<file path="src/rtl/ahb2apb_bridge_mp_pkg.sv">
// Shared encodings for the AHB-Lite to APB4 bridge: transfer types, responses,
// sizes, the bridge state enum and the byte-strobe helper.
package ahb_apb_pkg;

  localparam logic [1:0] HTRANS_IDLE   = 2'b00;
  localparam logic [1:0] HTRANS_BUSY   = 2'b01;
  localparam logic [1:0] HTRANS_NONSEQ = 2'b10;
  localparam logic [1:0] HTRANS_SEQ    = 2'b11;

  localparam logic HRESP_OKAY  = 1'b0;
  localparam logic HRESP_ERROR = 1'b1;

  localparam logic [2:0] HSIZE_BYTE = 3'd0;
  localparam logic [2:0] HSIZE_HALF = 3'd1;
  localparam logic [2:0] HSIZE_WORD = 3'd2;

  typedef enum logic [2:0] {
    IDLE   = 3'd0,
    WDATA  = 3'd1,
    SETUP  = 3'd2,
    ACCESS = 3'd3,
    DECERR = 3'd4,
    ERR1   = 3'd5,
    ERR2   = 3'd6
  } state_t;

  // Sizes above a word are treated as a full-word strobe.
  function automatic logic [3:0] strb_of(input logic [2:0] size, input logic [1:0] a);
    logic [3:0] s;
    case (size)
      HSIZE_BYTE: s = 4'b0001 << a;
      HSIZE_HALF: s = a[1] ? 4'b1100 : 4'b0011;
      default:    s = 4'b1111;
    endcase
    return s;
  endfunction

endpackage

</file>
<file path="src/rtl/ahb2apb_bridge_mp_if.sv">
// Bus bundle for the bridge: AHB-Lite slave side and APB4 master side.
// The slave modport is the bridge's view; master is the environment's view.
interface ahb2apb_bridge_mp_if #(
    parameter int ADDR_W  = 32,
    parameter int NUM_SLV = 8
);
    import ahb_apb_pkg::*;

    logic                   hsel_i;
    logic                   hready_i;
    logic [1:0]             htrans_i;
    logic                   hwrite_i;
    logic [2:0]             hsize_i;
    logic [ADDR_W-1:0]      haddr_i;
    logic [31:0]            hwdata_i;
    logic                   hready_o;
    logic                   hresp_o;
    logic [31:0]            hrdata_o;
    logic [NUM_SLV-1:0]     psel_o;
    logic                   penable_o;
    logic                   pwrite_o;
    logic [ADDR_W-1:0]      paddr_o;
    logic [31:0]            pwdata_o;
    logic [3:0]             pstrb_o;
    logic [NUM_SLV*32-1:0]  prdata_i;
    logic [NUM_SLV-1:0]     pready_i;
    logic [NUM_SLV-1:0]     pslverr_i;
    state_t                 dbg_state;

    modport slave (
        input  hsel_i, hready_i, htrans_i, hwrite_i, hsize_i, haddr_i, hwdata_i,
        input  prdata_i, pready_i, pslverr_i,
        output hready_o, hresp_o, hrdata_o, psel_o, penable_o, pwrite_o,
        output paddr_o, pwdata_o, pstrb_o, dbg_state
    );

    modport master (
        output hsel_i, hready_i, htrans_i, hwrite_i, hsize_i, haddr_i, hwdata_i,
        output prdata_i, pready_i, pslverr_i,
        input  hready_o, hresp_o, hrdata_o, psel_o, penable_o, pwrite_o,
        input  paddr_o, pwdata_o, pstrb_o, dbg_state
    );

endinterface

</file>
<file path="src/rtl/ahb2apb_bridge_mp_apb_slv_mux.sv">
// Combinational slave steering: one-hot select for an index plus the
// matching read data / ready / error slice. Out-of-range indices select nothing.
module apb_slv_mux #(
    parameter int NUM_SLV = 8,
    parameter int SEL_W   = 3
) (
    input  logic [SEL_W-1:0]      idx_i,
    input  logic [NUM_SLV*32-1:0] prdata_i,
    input  logic [NUM_SLV-1:0]    pready_i,
    input  logic [NUM_SLV-1:0]    pslverr_i,
    output logic [NUM_SLV-1:0]    psel_o,
    output logic [31:0]           rdata_o,
    output logic                  ready_o,
    output logic                  slverr_o
);

    always_comb begin
        psel_o   = '0;
        rdata_o  = '0;
        ready_o  = 1'b0;
        slverr_o = 1'b0;
        for (int i = 0; i < NUM_SLV; i++) begin
            if (idx_i == SEL_W'(i)) begin
                psel_o[i] = 1'b1;
                rdata_o   = prdata_i[i*32 +: 32];
                ready_o   = pready_i[i];
                slverr_o  = pslverr_i[i];
            end
        end
    end

endmodule

</file>
<file path="src/rtl/ahb2apb_bridge_mp.sv">
// AHB-Lite slave to APB4 master bridge fanning out to NUM_SLV peripherals,
// with wait states, slave/decode/timeout errors and fully registered outputs.
module ahb2apb_bridge_mp
    import ahb_apb_pkg::*;
#(
    parameter int ADDR_W  = 32,
    parameter int NUM_SLV = 8,
    parameter int SEL_LSB = 12,
    parameter int TIMEOUT = 256
) (
    input logic               hclk,
    input logic               hreset,
    ahb2apb_bridge_mp_if.slave bus
);

    localparam int SEL_W = (NUM_SLV > 1) ? $clog2(NUM_SLV) : 1;
    localparam int CNT_W = (TIMEOUT > 0) ? $clog2(TIMEOUT + 1) : 1;
    localparam logic [CNT_W-1:0] CNT_LAST = CNT_W'((TIMEOUT > 0) ? TIMEOUT - 1 : 0);
    localparam logic [CNT_W-1:0] CNT_MAX  = '1;

    state_t              state_q, state_d;
    logic                hready_q, hready_d;
    logic                hresp_q, hresp_d;
    logic [31:0]         hrdata_q, hrdata_d;
    logic [NUM_SLV-1:0]  psel_q, psel_d;
    logic                penable_q, penable_d;
    logic                pwrite_q, pwrite_d;
    logic [ADDR_W-1:0]   paddr_q, paddr_d;
    logic [31:0]         pwdata_q, pwdata_d;
    logic [3:0]          pstrb_q, pstrb_d;
    logic [SEL_W-1:0]    idx_q, idx_d;
    logic [CNT_W-1:0]    cnt_q, cnt_d;

    logic                accept, dec_err;
    logic [NUM_SLV-1:0]  sel_oh;
    logic [31:0]         slv_rdata;
    logic                slv_ready, slv_err;

    assign accept = (state_q == IDLE || state_q == ERR2) && bus.hsel_i && bus.hready_i &&
                    (bus.htrans_i == HTRANS_NONSEQ || bus.htrans_i == HTRANS_SEQ);
    // The mux is steered by the next index so psel can be registered on the accept edge.
    assign idx_d   = accept ? bus.haddr_i[SEL_LSB +: SEL_W] : idx_q;
    assign dec_err = int'(idx_d) >= NUM_SLV;

    apb_slv_mux #(.NUM_SLV(NUM_SLV), .SEL_W(SEL_W)) u_mux (
        .idx_i    (idx_d),
        .prdata_i (bus.prdata_i),
        .pready_i (bus.pready_i),
        .pslverr_i(bus.pslverr_i),
        .psel_o   (sel_oh),
        .rdata_o  (slv_rdata),
        .ready_o  (slv_ready),
        .slverr_o (slv_err)
    );

    always_comb begin
        state_d   = state_q;
        hready_d  = hready_q;
        hresp_d   = hresp_q;
        hrdata_d  = hrdata_q;
        psel_d    = psel_q;
        penable_d = penable_q;
        pwrite_d  = pwrite_q;
        paddr_d   = paddr_q;
        pwdata_d  = pwdata_q;
        pstrb_d   = pstrb_q;
        cnt_d     = cnt_q;
        case (state_q)
            IDLE, ERR2: begin
                state_d  = IDLE;
                hready_d = 1'b1;
                hresp_d  = HRESP_OKAY;
                if (accept) begin
                    paddr_d  = bus.haddr_i;
                    pwrite_d = bus.hwrite_i;
                    pstrb_d  = bus.hwrite_i ? strb_of(bus.hsize_i, bus.haddr_i[1:0]) : 4'b0000;
                    hready_d = 1'b0;
                    if (dec_err) begin
                        state_d = DECERR;
                    end else if (bus.hwrite_i) begin
                        state_d = WDATA;
                    end else begin
                        state_d = SETUP;
                        psel_d  = sel_oh;
                        cnt_d   = '0;
                    end
                end
            end
            WDATA: begin
                pwdata_d = bus.hwdata_i;
                psel_d   = sel_oh;
                cnt_d    = '0;
                state_d  = SETUP;
            end
            SETUP: begin
                penable_d = 1'b1;
                state_d   = ACCESS;
            end
            ACCESS: begin
                if (cnt_q != CNT_MAX) cnt_d = cnt_q + 1'b1;
                if (slv_ready) begin
                    psel_d    = '0;
                    penable_d = 1'b0;
                    if (slv_err) begin
                        state_d = ERR1;
                        hresp_d = HRESP_ERROR;
                    end else begin
                        state_d  = IDLE;
                        hready_d = 1'b1;
                        if (!pwrite_q) hrdata_d = slv_rdata;
                    end
                end else if (TIMEOUT != 0 && cnt_q == CNT_LAST) begin
                    psel_d    = '0;
                    penable_d = 1'b0;
                    state_d   = ERR1;
                    hresp_d   = HRESP_ERROR;
                end
            end
            DECERR: begin
                state_d = ERR1;
                hresp_d = HRESP_ERROR;
            end
            ERR1: begin
                state_d  = ERR2;
                hready_d = 1'b1;
                hresp_d  = HRESP_ERROR;
            end
            default: begin
                state_d  = IDLE;
                hready_d = 1'b1;
                hresp_d  = HRESP_OKAY;
            end
        endcase
    end

    always_ff @(posedge hclk) begin
        if (hreset) begin
            state_q   <= IDLE;
            hready_q  <= 1'b1;
            hresp_q   <= HRESP_OKAY;
            hrdata_q  <= '0;
            psel_q    <= '0;
            penable_q <= 1'b0;
            pwrite_q  <= 1'b0;
            paddr_q   <= '0;
            pwdata_q  <= '0;
            pstrb_q   <= '0;
            idx_q     <= '0;
            cnt_q     <= '0;
        end else begin
            state_q   <= state_d;
            hready_q  <= hready_d;
            hresp_q   <= hresp_d;
            hrdata_q  <= hrdata_d;
            psel_q    <= psel_d;
            penable_q <= penable_d;
            pwrite_q  <= pwrite_d;
            paddr_q   <= paddr_d;
            pwdata_q  <= pwdata_d;
            pstrb_q   <= pstrb_d;
            idx_q     <= idx_d;
            cnt_q     <= cnt_d;
        end
    end

    assign bus.hready_o  = hready_q;
    assign bus.hresp_o   = hresp_q;
    assign bus.hrdata_o  = hrdata_q;
    assign bus.psel_o    = psel_q;
    assign bus.penable_o = penable_q;
    assign bus.pwrite_o  = pwrite_q;
    assign bus.paddr_o   = paddr_q;
    assign bus.pwdata_o  = pwdata_q;
    assign bus.pstrb_o   = pstrb_q;
    assign bus.dbg_state = state_q;

endmodule

</file>
<file path="src/flat_wrapper.sv">
// flat-port wrapper written by rule: the top's interface ports become plain ports
module ahb2apb_bridge_mp_flat import ahb_apb_pkg::*;
#(
    parameter int ADDR_W  = 32,
    parameter int NUM_SLV = 8,
    parameter int SEL_LSB = 12,
    parameter int TIMEOUT = 256
)
  (hclk, hreset, bus_hsel_i, bus_hready_i, bus_htrans_i, bus_hwrite_i, bus_hsize_i, bus_haddr_i, bus_hwdata_i, bus_prdata_i, bus_pready_i, bus_pslverr_i, bus_hready_o, bus_hresp_o, bus_hrdata_o, bus_psel_o, bus_penable_o, bus_pwrite_o, bus_paddr_o, bus_pwdata_o, bus_pstrb_o, bus_dbg_state);
  ahb2apb_bridge_mp_if #(.ADDR_W(ADDR_W), .NUM_SLV(NUM_SLV)) bus_i ();
  input logic hclk;
  input logic hreset;
  input wire logic [$bits(bus_i.hsel_i)-1:0] bus_hsel_i;
  input wire logic [$bits(bus_i.hready_i)-1:0] bus_hready_i;
  input wire logic [$bits(bus_i.htrans_i)-1:0] bus_htrans_i;
  input wire logic [$bits(bus_i.hwrite_i)-1:0] bus_hwrite_i;
  input wire logic [$bits(bus_i.hsize_i)-1:0] bus_hsize_i;
  input wire logic [$bits(bus_i.haddr_i)-1:0] bus_haddr_i;
  input wire logic [$bits(bus_i.hwdata_i)-1:0] bus_hwdata_i;
  input wire logic [$bits(bus_i.prdata_i)-1:0] bus_prdata_i;
  input wire logic [$bits(bus_i.pready_i)-1:0] bus_pready_i;
  input wire logic [$bits(bus_i.pslverr_i)-1:0] bus_pslverr_i;
  output wire logic [$bits(bus_i.hready_o)-1:0] bus_hready_o;
  output wire logic [$bits(bus_i.hresp_o)-1:0] bus_hresp_o;
  output wire logic [$bits(bus_i.hrdata_o)-1:0] bus_hrdata_o;
  output wire logic [$bits(bus_i.psel_o)-1:0] bus_psel_o;
  output wire logic [$bits(bus_i.penable_o)-1:0] bus_penable_o;
  output wire logic [$bits(bus_i.pwrite_o)-1:0] bus_pwrite_o;
  output wire logic [$bits(bus_i.paddr_o)-1:0] bus_paddr_o;
  output wire logic [$bits(bus_i.pwdata_o)-1:0] bus_pwdata_o;
  output wire logic [$bits(bus_i.pstrb_o)-1:0] bus_pstrb_o;
  output wire logic [$bits(bus_i.dbg_state)-1:0] bus_dbg_state;
  assign bus_i.hsel_i = bus_hsel_i;
  assign bus_i.hready_i = bus_hready_i;
  assign bus_i.htrans_i = bus_htrans_i;
  assign bus_i.hwrite_i = bus_hwrite_i;
  assign bus_i.hsize_i = bus_hsize_i;
  assign bus_i.haddr_i = bus_haddr_i;
  assign bus_i.hwdata_i = bus_hwdata_i;
  assign bus_i.prdata_i = bus_prdata_i;
  assign bus_i.pready_i = bus_pready_i;
  assign bus_i.pslverr_i = bus_pslverr_i;
  assign bus_hready_o = bus_i.hready_o;
  assign bus_hresp_o = bus_i.hresp_o;
  assign bus_hrdata_o = bus_i.hrdata_o;
  assign bus_psel_o = bus_i.psel_o;
  assign bus_penable_o = bus_i.penable_o;
  assign bus_pwrite_o = bus_i.pwrite_o;
  assign bus_paddr_o = bus_i.paddr_o;
  assign bus_pwdata_o = bus_i.pwdata_o;
  assign bus_pstrb_o = bus_i.pstrb_o;
  assign bus_dbg_state = bus_i.dbg_state;
  ahb2apb_bridge_mp #(.ADDR_W(ADDR_W), .NUM_SLV(NUM_SLV), .SEL_LSB(SEL_LSB), .TIMEOUT(TIMEOUT)) u_core (.hclk(hclk), .hreset(hreset), .bus(bus_i));
endmodule
</file>
<file path="config.mk">
export PLATFORM = sky130hd
export DESIGN_NAME = ahb2apb_bridge_mp_flat
export DESIGN_NICKNAME = d
export VERILOG_FILES = /design/src/rtl/ahb2apb_bridge_mp_pkg.sv /design/src/rtl/ahb2apb_bridge_mp_if.sv /design/src/rtl/ahb2apb_bridge_mp_apb_slv_mux.sv /design/src/rtl/ahb2apb_bridge_mp.sv /design/src/flat_wrapper.sv
export SDC_FILE = /design/constraint.sdc
export NUM_CORES = 1
export LEC_CHECK = 0
export CAP_MARGIN = 20
export CORE_AREA = 2 2 179 181
export CTS_BUF_LIST = sky130_fd_sc_hd__clkbuf_4 sky130_fd_sc_hd__clkbuf_8
export CTS_CLUSTER_SIZE = 14
export DETAILED_ROUTE_END_ITERATION = 12
export DIE_AREA = 0 0 181 183
export PLACE_DENSITY = 0.64
export SLEW_MARGIN = 20
export SYNTH_ARGS = -nofsm -noshare
export SYNTH_HDL_FRONTEND = slang
export SYNTH_SLANG_ARGS = --single-unit
</file>
<file path="constraint.sdc">
create_clock -name hclk -period 6.8 [get_ports hclk]
set_input_delay 1.7 -clock hclk [delete_from_list [all_inputs] [get_ports hclk]]
set_output_delay 1.7 -clock hclk [all_outputs]
set_load 0.1 [all_outputs]
</file>
==> results of run 1 <==
==> sequential cells by signal, summed over array words and instances, names as in the netlist <==
signal,cells
u_core.bus.hrdata_o,32
u_core.bus.paddr_o,32
u_core.bus.pwdata_o,32
u_core.cnt_q,9
u_core.bus.psel_o,8
u_core.bus.pstrb_o,4
u_core.bus.dbg_state,3
u_core.idx_q,3
u_core.bus.hready_o,1
u_core.bus.hresp_o,1
u_core.bus.penable_o,1
u_core.bus.pwrite_o,1
==> per-layer routing <==
metal / vias to the layer above / global-route usage / routed length [um]
li1: 4059 / - / -
met1: 3963 / 0.256 / 15100
met2: 419 / 0.340 / 16500
met3: 61 / 0.0616 / 2890
met4: 2 / 0.0751 / 1290
met5: - / 0 / 13
==> how the worst max path moves through the flow <==
stage,start,slack [ns],endpoint,cells past startpoint
CTS,bus_htrans_i[1],1.77,u_core.bus.hrdata_o[24],10
global placement,bus_htrans_i[1],1.35,u_core.bus.hrdata_o[14],10
detailed placement,bus_htrans_i[1],1.30,u_core.bus.hrdata_o[17],10
floorplan,bus_htrans_i[1],3.00,u_core.bus.hrdata_o[0],10
finish,bus_htrans_i[1],1.72,u_core.bus.hrdata_o[24],10
global route,bus_htrans_i[1],1.58,u_core.bus.hrdata_o[13],10
==> cell type report <==
cell class | instances | area (um^2) | share of cell area
antenna | 3 | 7.51 | 0.000615
tap | 402 | 503 | 0.0412
sequential | 127 | 2540 | 0.208
clock inverter | 15 | 171 | 0.0140
multi-input combinational | 673 | 3990 | 0.327
clock buffer | 17 | 234 | 0.0192
inverter | 13 | 48.8 | 0.00400
timing repair buffer | 475 | 4710 | 0.386
==> power by group through the flow <==
stage | logic (mW) | clock network (mW) | registers [mW]
2_1_floorplan | 0.383 | 0 | 1.25
6_report | 1.23 | 0.708 | 0.852
4_1_cts | 1.23 | 0.739 | 0.852
5_1_grt | 1.30 | 0.765 | 0.863
3_3_place_gp | 1.22 | 0 | 0.867
3_5_place_dp | 1.23 | 0 | 0.869
==> worst max-delay path: cells and delay by family <==
kind	cells	cell delay, ns
mux	1	0.27
buf+inv	2	1.11
simple gates	4	1.13
compound gates	3	1.09
==> synth_stat cells, types with 2 or more instances <==
master,n
a21oi_1,103
nand2_1,190
dfxtp_1,127
o221ai_1,11
mux2_2,2
nor2b_1,3
or4_4,2
a21o_1,7
a22o_1,4
o21bai_1,3
o211ai_1,4
a211o_1,3
mux2i_1,34
o21ai_0,52
nor3_1,11
a221oi_1,10
nand2b_1,4
a31oi_1,19
o311ai_0,2
a21boi_0,3
buf_2,7
a221o_1,18
xor2_1,4
nand3b_1,6
nand3_1,16
inv_1,13
a22oi_1,15
buf_4,2
nand4_1,3
buf_1,2
a211oi_1,3
nor2_1,75
a222oi_1,20
and3_1,2
and2_1,4
ha_1,3
buf_6,3
a221oi_2,2
o21ai_1,8
clkbuf_1,52
==> metrics by stage <==
stage / hold WS, ns / cells
2_1_floorplan: 0.471 / 879
3_3_place_gp: 0.441 / 1690
3_5_place_dp: 0.446 / 1690
4_1_cts: 0.459 / 1722
5_1_grt: 0.473 / 1723
6_report: 0.455 / 1725
==> logic make-up after synthesis <==
kind of cell,count (synthesis)
flops,127
mux,36
fa+ha+maj,3
xor+xnor,6
compound gates,303
buf+inv,79
simple gates,325
==> results.txt, run 1 <==
The fraction of layout cells with a size suffix above 1 came out at 0.0561. The detailed placer's ending HPWL was 27.6 mm; the number of stages on the worst hold path was 2. The number of clock buffers added by TritonCTS is 17. Clock-pin slew was measured on the worst setup and hold paths at 0.08 ns.

The overflow left after global routing was 0. The share of the synthesized area in the top cell type is 0.372, and the worst clock skew is 0.0140 ns. Entering global routing, the biggest net connects 74 pins. Across all register-to-register paths, the minimum setup slack is 2.98 ns. The maximum fanout encountered on the critical timing path is 53. The critical path in this run is classified as in2reg.

Counting flops and latches in the post-synthesis netlist gives 127. For the worst flop-to-flop path, the logic depth is 9. The switching part of the total came out at 0.438. For the number of global-route vias before repair, the log shows 8,397. The congestion estimate from routability-driven global placement came to 0.944. The logs give 1.57 mW for the internal power and 65 for the number of placement rows. The H-tree generated during clock tree synthesis spans 4 levels.

The post-layout minimum cycle time is 5.08 ns, and the max-slew headroom at the worst pin is 0.261. The run gives 0 ns as the final total negative setup slack. The logs give 0.305 for the share of total power in sequential cells and 0 for the max-cap violation count. The final route contains 8,504 vias. Clock share of power: 0.253. The count of nets after finishing is 1,656, and the mean number of vias per cell is 4.93. Commonest non-fill, non-tap cell in the layout: clkdlybuf4s50_1. STA classifies the critical path startpoint as a primary input. Setup repair after global routing left no endpoint under its margin. For the number of post-CTS setup repair buffers, the log shows 0. The worst hold path terminates at u_core.bus.pwdata_o[2].

The finished cells cover 12,200 um^2. For the pre-CTS setup slack, the log shows 1.30 ns. Each instance of the synthesized netlist takes up on average 7.77 um^2. For the pin with the worst max-slew slack, the measured transition is 1.11 ns.

The pre-antenna-repair detailed-routing pass consisted of 9 iterations. The top flip-flop cell by instance count after synthesis is dfxtp_1. The count of cell types in the netlist is 67. The run gives 0.206 as the global router's overall resource usage.

The tools report the worst hold path startpoint as u_core.bus.pwdata_o[2]. The run gives 4.42 nW as the total leakage power. The synthesized design spends more area on one cell type than any other, namely dfxtp_1. In this run the vertical extent of the chip is 183 um. The first global-routing pass estimated 51.5 mm of wire.

Pin placement for this block handled 461 I/O pins. For this block, the initial DRC count from the detailed router was 743. The total design power was 2.79 mW.

TritonCTS built the clock tree. The tools report the switching power as 1.22 mW. The tools report the number of synthesis warnings as 0. The classification of the worst-slack hold path was reg2reg.

For the number of clock sinks, the log shows 127. CTS placed an instance of clkbuf_8 at the clock tree root. The critical path's slowest cell is clkdlybuf4s50_1. The effective utilization at floorplan is 0.219, and the maximum root-to-sink buffer count is 2. The area after detailed placement is 11,800 um^2. By area the synthesized netlist is led by dfxtp_1 37%, nand2_1 10%, a21oi_1 7.5%.

The proportion of synthesized chip area in sequential cells came out at 0.372. The endpoint identified for the worst register-to-register timing path is u_core.bus.hrdata_o[24]. For the number of pins exceeding their max-slew limit in the final report, the log shows 0. The most repeated library cell on the critical path was nor2_1. The data arrival at the endpoint of the critical path is 5.37 ns, and the arithmetic-cell share of the synthesized area counting full adders, half adders and majority gates is 0.00549.

The number of antenna violations at the first check in global routing is 4. Average detailed-routed wire length per instance: 20.7 um. Leaving out fill and tap cells, the most frequent cells in the layout are 457 x clkdlybuf4s50_1, 190 x nand2_1, 127 x dfxtp_1, 103 x a21oi_1, 74 x nor2_1.

Input and output buffers added on the ports amount to 459. The net count after synthesis is 1,228. The wire length reported by the detailed router is 35.8 mm.

The kind of end point of the critical path is a register. Yosys mapped a number of flops with a built-in enable equal to 0. The proportion of synthesized flip-flops having asynchronous set or reset was 0. In this design, the stage delay of the slowest critical-path cell is 0.57 ns. The die covers 33,100 um^2.

The run finished with clean final reports. In this run the critical register-to-register path is launched from u_core.bus.dbg_state[2]. The final critical-path setup slack was 1.72 ns. The area of the mapped netlist is 6830 um^2, and the clock latency reported for the late side of the worst-skew pair is 0.44 ns.

Synthesis produced a netlist whose cell count is 879. The compound-cell area share of the yosys netlist was 0.304; the maximum ir drop on the vdd rail was 132 uV. The run gives 0.391 as the final cell utilization of the core. The largest family of logic cells by synthesized area is compound AO/OA/AOI/OAI gates. The power density over the cells is 229 nW/um^2, and the number of nets with antenna violations after detailed routing is 0. At the worst endpoint, the required time is 7.09 ns. Basic-gate share of the synthesized area counting and, or, nand and nor cells: 0.205. The tools report the DRC violation count after routing as 0.

Setup violations remaining at the end of the flow were counted as 0. The final number of hold-violating endpoints is 0, and the final cycle utilization of the critical path is 0.747. From synthesis to final layout, the design area changed by 78.6%. Buffers inserted to repair hold after CTS numbered 0.

Combinational group share of total power: 0.441. The count of cells resized by post-cts repair is 0. Static timing analysis puts the maximum clock frequency at 197 MHz. The area share of xor/xnor cells in the synthesized design works out to 0.0115.

The total of fill cells in the finished design is 3,261, and the die boundary width is 181 um. The core region is 31,200 um^2. Traced cell by cell, the critical path runs through clkdlybuf4s50_1 > and4b_1 > nand2_4 > a21oi_4 > nor2_1 > a221o_1 > o2111ai_4 > buf_4 > mux2i_1 > nor2_1.

The mux contribution to synthesized area is 0.0531.
Power figures use the tool's default switching activity.
==> run 2: changes to the inputs <==
Settings changed: PLACE_DENSITY 0.64 to 0.66.
Clock period 6.8 ns to 4.6 ns, I/O delays scaled along.
==> run 2 against run 1 <==
Effect of this change:
- utilization grew 0.48 points
- critical path depth did not move
- sequential power up 48%
- clock power rose by 53%
- global-route usage increased by 0.43 points
- total power increased by 50%
- final cell count is 0.87% higher
- clock skew is 0.0041 ns higher
==> results.txt, run 2 (synthesized netlist as in run 1, its figures left out) <==
Detailed placement ended at an HPWL of 28.1 mm. The number of placed instances, taps included, is 1,706. The flow ran to the end, and the final reports show no timing, DRC or antenna violations. The final number of hold-violating endpoints was 0. The max-slew headroom at the worst pin is 0.261, and the multi-input gate area in the final layout is 3980 um^2.

After detailed routing, the average wire length per cell comes to 20.7 um. The final cycle utilization of the critical path was 0.816; the maximum level of the CTS H-tree was 4. The count of cells resized by post-cts repair was 0; the switching power was 1.79 mW.

met2 is the most crowded layer. The number of hold buffers added after CTS was 0. The completed layout was analyzed and its total power is 4.18 mW.

The finished layout holds 1,740 standard cells, fillers aside. The tools report the global router's overall resource usage as 0.211. The run gives 0.966 as the final weighted congestion in routability-driven placement. The clock share of power came out at 0.258. From bottom edge to top edge, the die measures 183 um.

By startpoint and endpoint, the worst setup path is classified as in2reg. For the DRC violation count after routing, the log shows 0. For the number of pins exceeding their max-slew limit in the final report, the log shows 0. VDD sags by at most 225 uV. For the flop-to-flop setup slack, the log shows 1.15 ns. The logs give 52.6 mm for the global-route wire length before repair and 2540 um^2 for the area of all sequential standard cells. The number of antenna violations at the first check in global routing is 2, and the slew at the pin closest to its max-slew limit is 1.11 ns.

The power density over the cells came out at 338 nW/um^2. Setup repair after global routing left no endpoint under its margin. The global routing usage on met1 was 0.258. The worst register-to-register path ends at u_core.bus.hrdata_o[14].

The internal power of the cells totals 2.39 mW. For the global routing usage on met2, the log shows 0.351. The tools report the number of post-CTS setup repair buffers as 0. STA classifies the critical path endpoint as a register. After floorplanning, the core was divided into 65 placement rows. For this design the top-level I/O count stands at 461.

Setup violations remaining at the end of the flow were counted as 0. The run gives 4.50 nW as the total leakage power. The post-layout minimum cycle time came out at 3.75 ns. The combinational group share of total power is 0.440. After routing, the total negative slack on setup checks comes to 0 ns.

The share of total power in sequential cells came out at 0.302. Startpoint type of the worst setup path: a primary input. With fillers left out, the area of the finished cells amounts to 12,400 um^2. The tools report the CTS root buffer as clkbuf_8. The longest clock path from root to sink contains 2 buffers. The final layout contains routed wiring with a total length of 36.0 mm. The count of port buffers added during placement came out at 459. The clock transition at the registers of the reported paths is 0.08 ns.

The later pin in the worst-skew pair is clocked with a latency of 0.45 ns. The met3 global-route usage was 0.0588. The logs give 31,200 um^2 for the area of the core and 33,100 um^2 for the die footprint. Summing all placed instances gives a cell area of 11,900 um^2. The library cell used most frequently in the layout, excluding fill and tap cells, is clkdlybuf4s50_1. Using the TritonRoute via totals, the vias-per-cell ratio works out to 4.94. The number of clock sinks is 127.

Static timing analysis puts the maximum clock frequency at 266 MHz. For the worst setup path, the data arrival time is 4.05 ns. TritonCTS built the clock tree. The logs give 0.219 for the effective utilization at floorplan and 4.90 ns for the required time at the worst-slack endpoint. The fraction of layout cells with a size suffix above 1 is 0.0674, and the overflow left after global routing is 0. The tightest min-delay check is of the reg2reg type. The switching part of the total was 0.428. For the final cell utilization of the core, the log shows 0.396. The detailed-router iteration count before antenna repair is 8, and the largest net degree at the start of global routing is 80. In the layout the commonest cells are 457 x clkdlybuf4s50_1, 190 x nand2_1, 127 x dfxtp_1, 103 x a21oi_1, 74 x nor2_1. Following the worst setup path forward leads to its endpoint at u_core.bus.hrdata_o[14]. The tools report the startpoint of the worst-slack reg-to-reg timing path as u_core.bus.dbg_state[2]. For the worst clock skew, the log shows 0.0182 ns. Compared with the post-synthesis result, the final layout area differs by 80.8%.

Worst reg-to-reg path cell count: 9. Across the run, the number of max-cap violations was 0. In this run the horizontal extent of the chip is 181 um. The net count of the finished layout is 1,672. The maximum fanout encountered on the critical timing path was 43; the violation count after the first detailed-route iteration was 641.

The tools report the total of fill cells in the finished design as 3,215. For the total CTS buffers, the log shows 17. The tools report the critical path launch point as bus_htrans_i[1]. The logs give 8,546 for the number of global-route vias before repair and 0 for the number of nets with antenna violations after detailed routing.

The routed layout has 8,588 vias.
## run 2: worst min path at each step
stage | slack [ns] | startpoint | to | cells past startpoint
final | 0.45 | u_core.bus.paddr_o[29] | u_core.bus.paddr_o[29] | 2
after floorplan | 0.47 | u_core.cnt_q[6] | u_core.cnt_q[6] | 2
after detailed placement | 0.45 | u_core.bus.paddr_o[29] | u_core.bus.paddr_o[29] | 2
after global placement | 0.44 | u_core.bus.paddr_o[24] | u_core.bus.paddr_o[24] | 2
after CTS | 0.46 | u_core.bus.paddr_o[29] | u_core.bus.paddr_o[29] | 2
after global routing | 0.47 | u_core.bus.paddr_o[7] | u_core.bus.paddr_o[7] | 2
## run 2: cell type report
class	count	share of cell area
Antenna cell	2	0.000405
Inverter	13	0.00395
Clock inverter	14	0.0145
Clock buffer	18	0.0195
Sequential cell	127	0.206
Multi-Input combinational cell	673	0.322
Timing Repair Buffer	491	0.393
Tap cell	402	0.0407
## run 2: stage by stage
| stage | hold slack, ns | setup WS, ns |
|---|---|---|
| CTS | 0.457 | 0.922 |
| detailed placement | 0.446 | 0.435 |
| global placement | 0.441 | 0.459 |
| finish | 0.455 | 0.846 |
| global route | 0.474 | 0.678 |
| floorplan | 0.471 | 1.35 |
## run 2: power groups by stage
stage | clock network [mW] | logic (mW) | registers [mW]
after floorplan | 0 | 0.566 | 1.85
after global placement | 0 | 1.83 | 1.28
after detailed placement | 0 | 1.83 | 1.29
after CTS | 1.12 | 1.84 | 1.26
after global routing | 1.16 | 1.94 | 1.28
final | 1.08 | 1.84 | 1.26
## run 2: critical path, stage by stage
cell and delay, ns:
clkdlybuf4s50_1 0.58, and4b_1 0.45, nand2_4 0.22, mux2_2 0.37, a221oi_2 0.26, a221oi_4 0.15, o2111ai_4 0.25, buf_12 0.28
mux2i_1 0.23, nor2_1 0.05
## run 2: routing by layer
metal,vias up,wire length [um]
li1,4096,-
met1,4017,15000
met2,405,16900
met3,68,2930
met4,2,1190
met5,-,14
==> run 3: changes to the inputs <==
Settings changed: PLACE_DENSITY 0.66 to 0.64.
Clock period 4.6 ns to 3.6 ns, I/O delays scaled along.
==> run 3 against run 2 <==
Effect of this change:
- sequential cell count unchanged
- sequential power up 26%
- clock power up 8%
- register-to-register slack worse by 0.38 ns
- utilization up 0.42 points
- critical path type unchanged
- critical endpoint is now u_core.bus.hrdata_o[9]
- largest cell class unchanged
==> results.txt, run 3 (synthesized netlist as in run 1, its figures left out) <==
The maximum fanout encountered on the critical timing path was 37; the area of the core was 31,200 um^2. The growth of design area from synthesis to finish works out to 82.8%. Walking the worst path, the cells encountered are clkdlybuf4s50_1 > and4b_1 > buf_4 > a211o_1 > and2_1 > a32oi_1 > o21ai_0 > o2111ai_4 > buf_12 > mux2i_1 > nor2_1. The vertical extent of the die was 183 um.

Number of hold buffers added after cts: 0. Setup violations remaining at the end of the flow were counted as 0. Summed over all nets, the half-perimeter wirelength after detailed placement is 28.6 mm. Setup total negative slack on the finished layout was measured at 0 ns. The commonest non-fill, non-tap cell in the layout is clkdlybuf4s50_1.

The number of placement rows came out at 65. The largest net degree at the start of global routing is 67, and the die footprint is 33,100 um^2. The run gives 287 uV as the maximum ir drop on the vdd rail.

The final cycle utilization of the critical path was 0.921. The post-layout minimum cycle time works out to 3.32 ns. The tightest min-delay check is of the reg2reg type. Number of pins exceeding their max-slew limit in the final report: 0.

For the violation count after the first detailed-route iteration, the log shows 676. The max-slew headroom at the worst pin is 0.333. Data on the critical path arrives at its endpoint at 3.62 ns. The critical path contains buffers and inverters numbering 3 combined. The logs give 8,793 for the vias after detailed routing and 301 MHz for the top achievable clock speed. The average detailed-routed wire length per instance was 20.2 um. The die is 181 um wide. The clock transition at the registers of the reported paths works out to 0.09 ns. On the worst path, the slowest cell contributes a delay of 0.55 ns. In this run, post-CTS repair resized a total of 0 instances.

Required time at the worst-slack endpoint: 3.90 ns. The later pin in the worst-skew pair is clocked with a latency of 0.44 ns. Leaving out fill and tap cells, the most frequent cells in the layout are 370 x clkdlybuf4s50_1, 190 x nand2_1, 158 x buf_4, 127 x dfxtp_1, 103 x a21oi_1. The clock arrives with 0.0206 ns of skew. After detailed routing, the number of remaining DRC violations is 0. The run gives 1 as the number of antenna violations at the first check in global routing. For this run the aggregate overflow at the end of global routing stands at 0. The first global-routing pass estimated 52.0 mm of wire. The total CTS buffers is 17, and the total design power is 5.20 mW.

The fraction of layout cells with a size suffix above 1 is 0.160, and the number of nets with antenna violations after detailed routing is 0. Effective utilization at floorplan: 0.219. The maximum level of the CTS H-tree is 4. The slew at the pin closest to its max-slew limit is 0.998 ns, and the maximum root-to-sink buffer count is 2. Number of post-CTS setup repair buffers: 0. Kind of end point of the critical path: a register.

The first detailed-routing pass took 10 iterations. The flow ran to the end, and the final reports show no timing, DRC or antenna violations. Broken down by cell family, the worst path's largest delay share belongs to buffers and inverters. The count of buffers added on input and output ports is 459.

The critical path's slowest cell is clkdlybuf4s50_1. The global router's overall resource usage was 0.208; the final weighted congestion in routability-driven placement was 0.904. The category of the most critical setup path is in2reg. Setup repair after global routing left no endpoint under its margin. After detailed routing, the number of vias per cell comes to 4.93. The wire length reported by the detailed router is 36.0 mm, and the max-cap violation count is 0. The final number of hold-violating endpoints was 0; the count of nets after finishing was 1,717.

The power density over the cells came out at 416 nW/um^2. CTS placed an instance of clkbuf_8 at the clock tree root. The number of global-route vias before repair is 8,608. Startpoint type of the worst setup path: a primary input. The analysis attributes to cell leakage a power of 4.90 nW.

The number of clock sinks is 127, and the number of top-level pins is 461. TritonCTS built the clock tree.
==> run 3: through the flow <==
stage / hold slack (ns) / setup slack [ns] / area, um^2 / instances / utilization
after global routing: 0.470 / 0.118 / 12500 / 1784 / 0.400
after CTS: 0.458 / 0.322 / 12500 / 1783 / 0.400
after detailed placement: 0.446 / -0.131 / 12100 / 1751 / 0.388
after global placement: 0.442 / -0.0985 / 12100 / 1751 / 0.388
final: 0.457 / 0.283 / 12500 / 1784 / 0.400
after floorplan: 0.471 / 0.349 / 6830 / 879 / -
==> run 3: area by class of cell <==
class                      instances  area, um^2
antenna                            1        2.50
clock buffer                      18         248
clock inverter                    14         110
fill                            3186       18700
inverter                          13        48.8
multi-input combinational        673        3980
sequential                       127        2540
tap                              402         503
timing repair buffer             536        5050
==> run 3: report_power, final <==
group,total [mW],internal [mW],switching [mW],leakage [nW]
Combinational,2.44,0.879,1.56,3.69
Clock,1.17,0.507,0.664,0.178
Sequential,1.59,1.52,0.0740,1.03
==> run 3: metal layers <==
layer,wire length (um),share of wire,track usage
met1,15200,0.42,0.261
met3,2790,0.078,0.0544
met5,0,0,0
met4,1120,0.031,0.0732
met2,16900,0.47,0.345
==> run 3: worst paths after layout <==
check	endpoint	cells after the start	from	slack [ns]
worst min-delay path	u_core.bus.paddr_o[23]	2	u_core.bus.paddr_o[23]	0.46
worst max-delay path	u_core.bus.hrdata_o[9]	11	bus_htrans_i[1]	0.28
worst max register to register	u_core.bus.hrdata_o[9]	10	u_core.bus.dbg_state[0]	0.77
worst min register to register	u_core.bus.paddr_o[23]	2	u_core.bus.paddr_o[23]	0.46
==> run 3: worst min-delay path, stage by stage, from the launching register on <==
cell and delay (ns):
dfxtp_1 0.32, nand2_1 0.05, a21oi_1 0.05
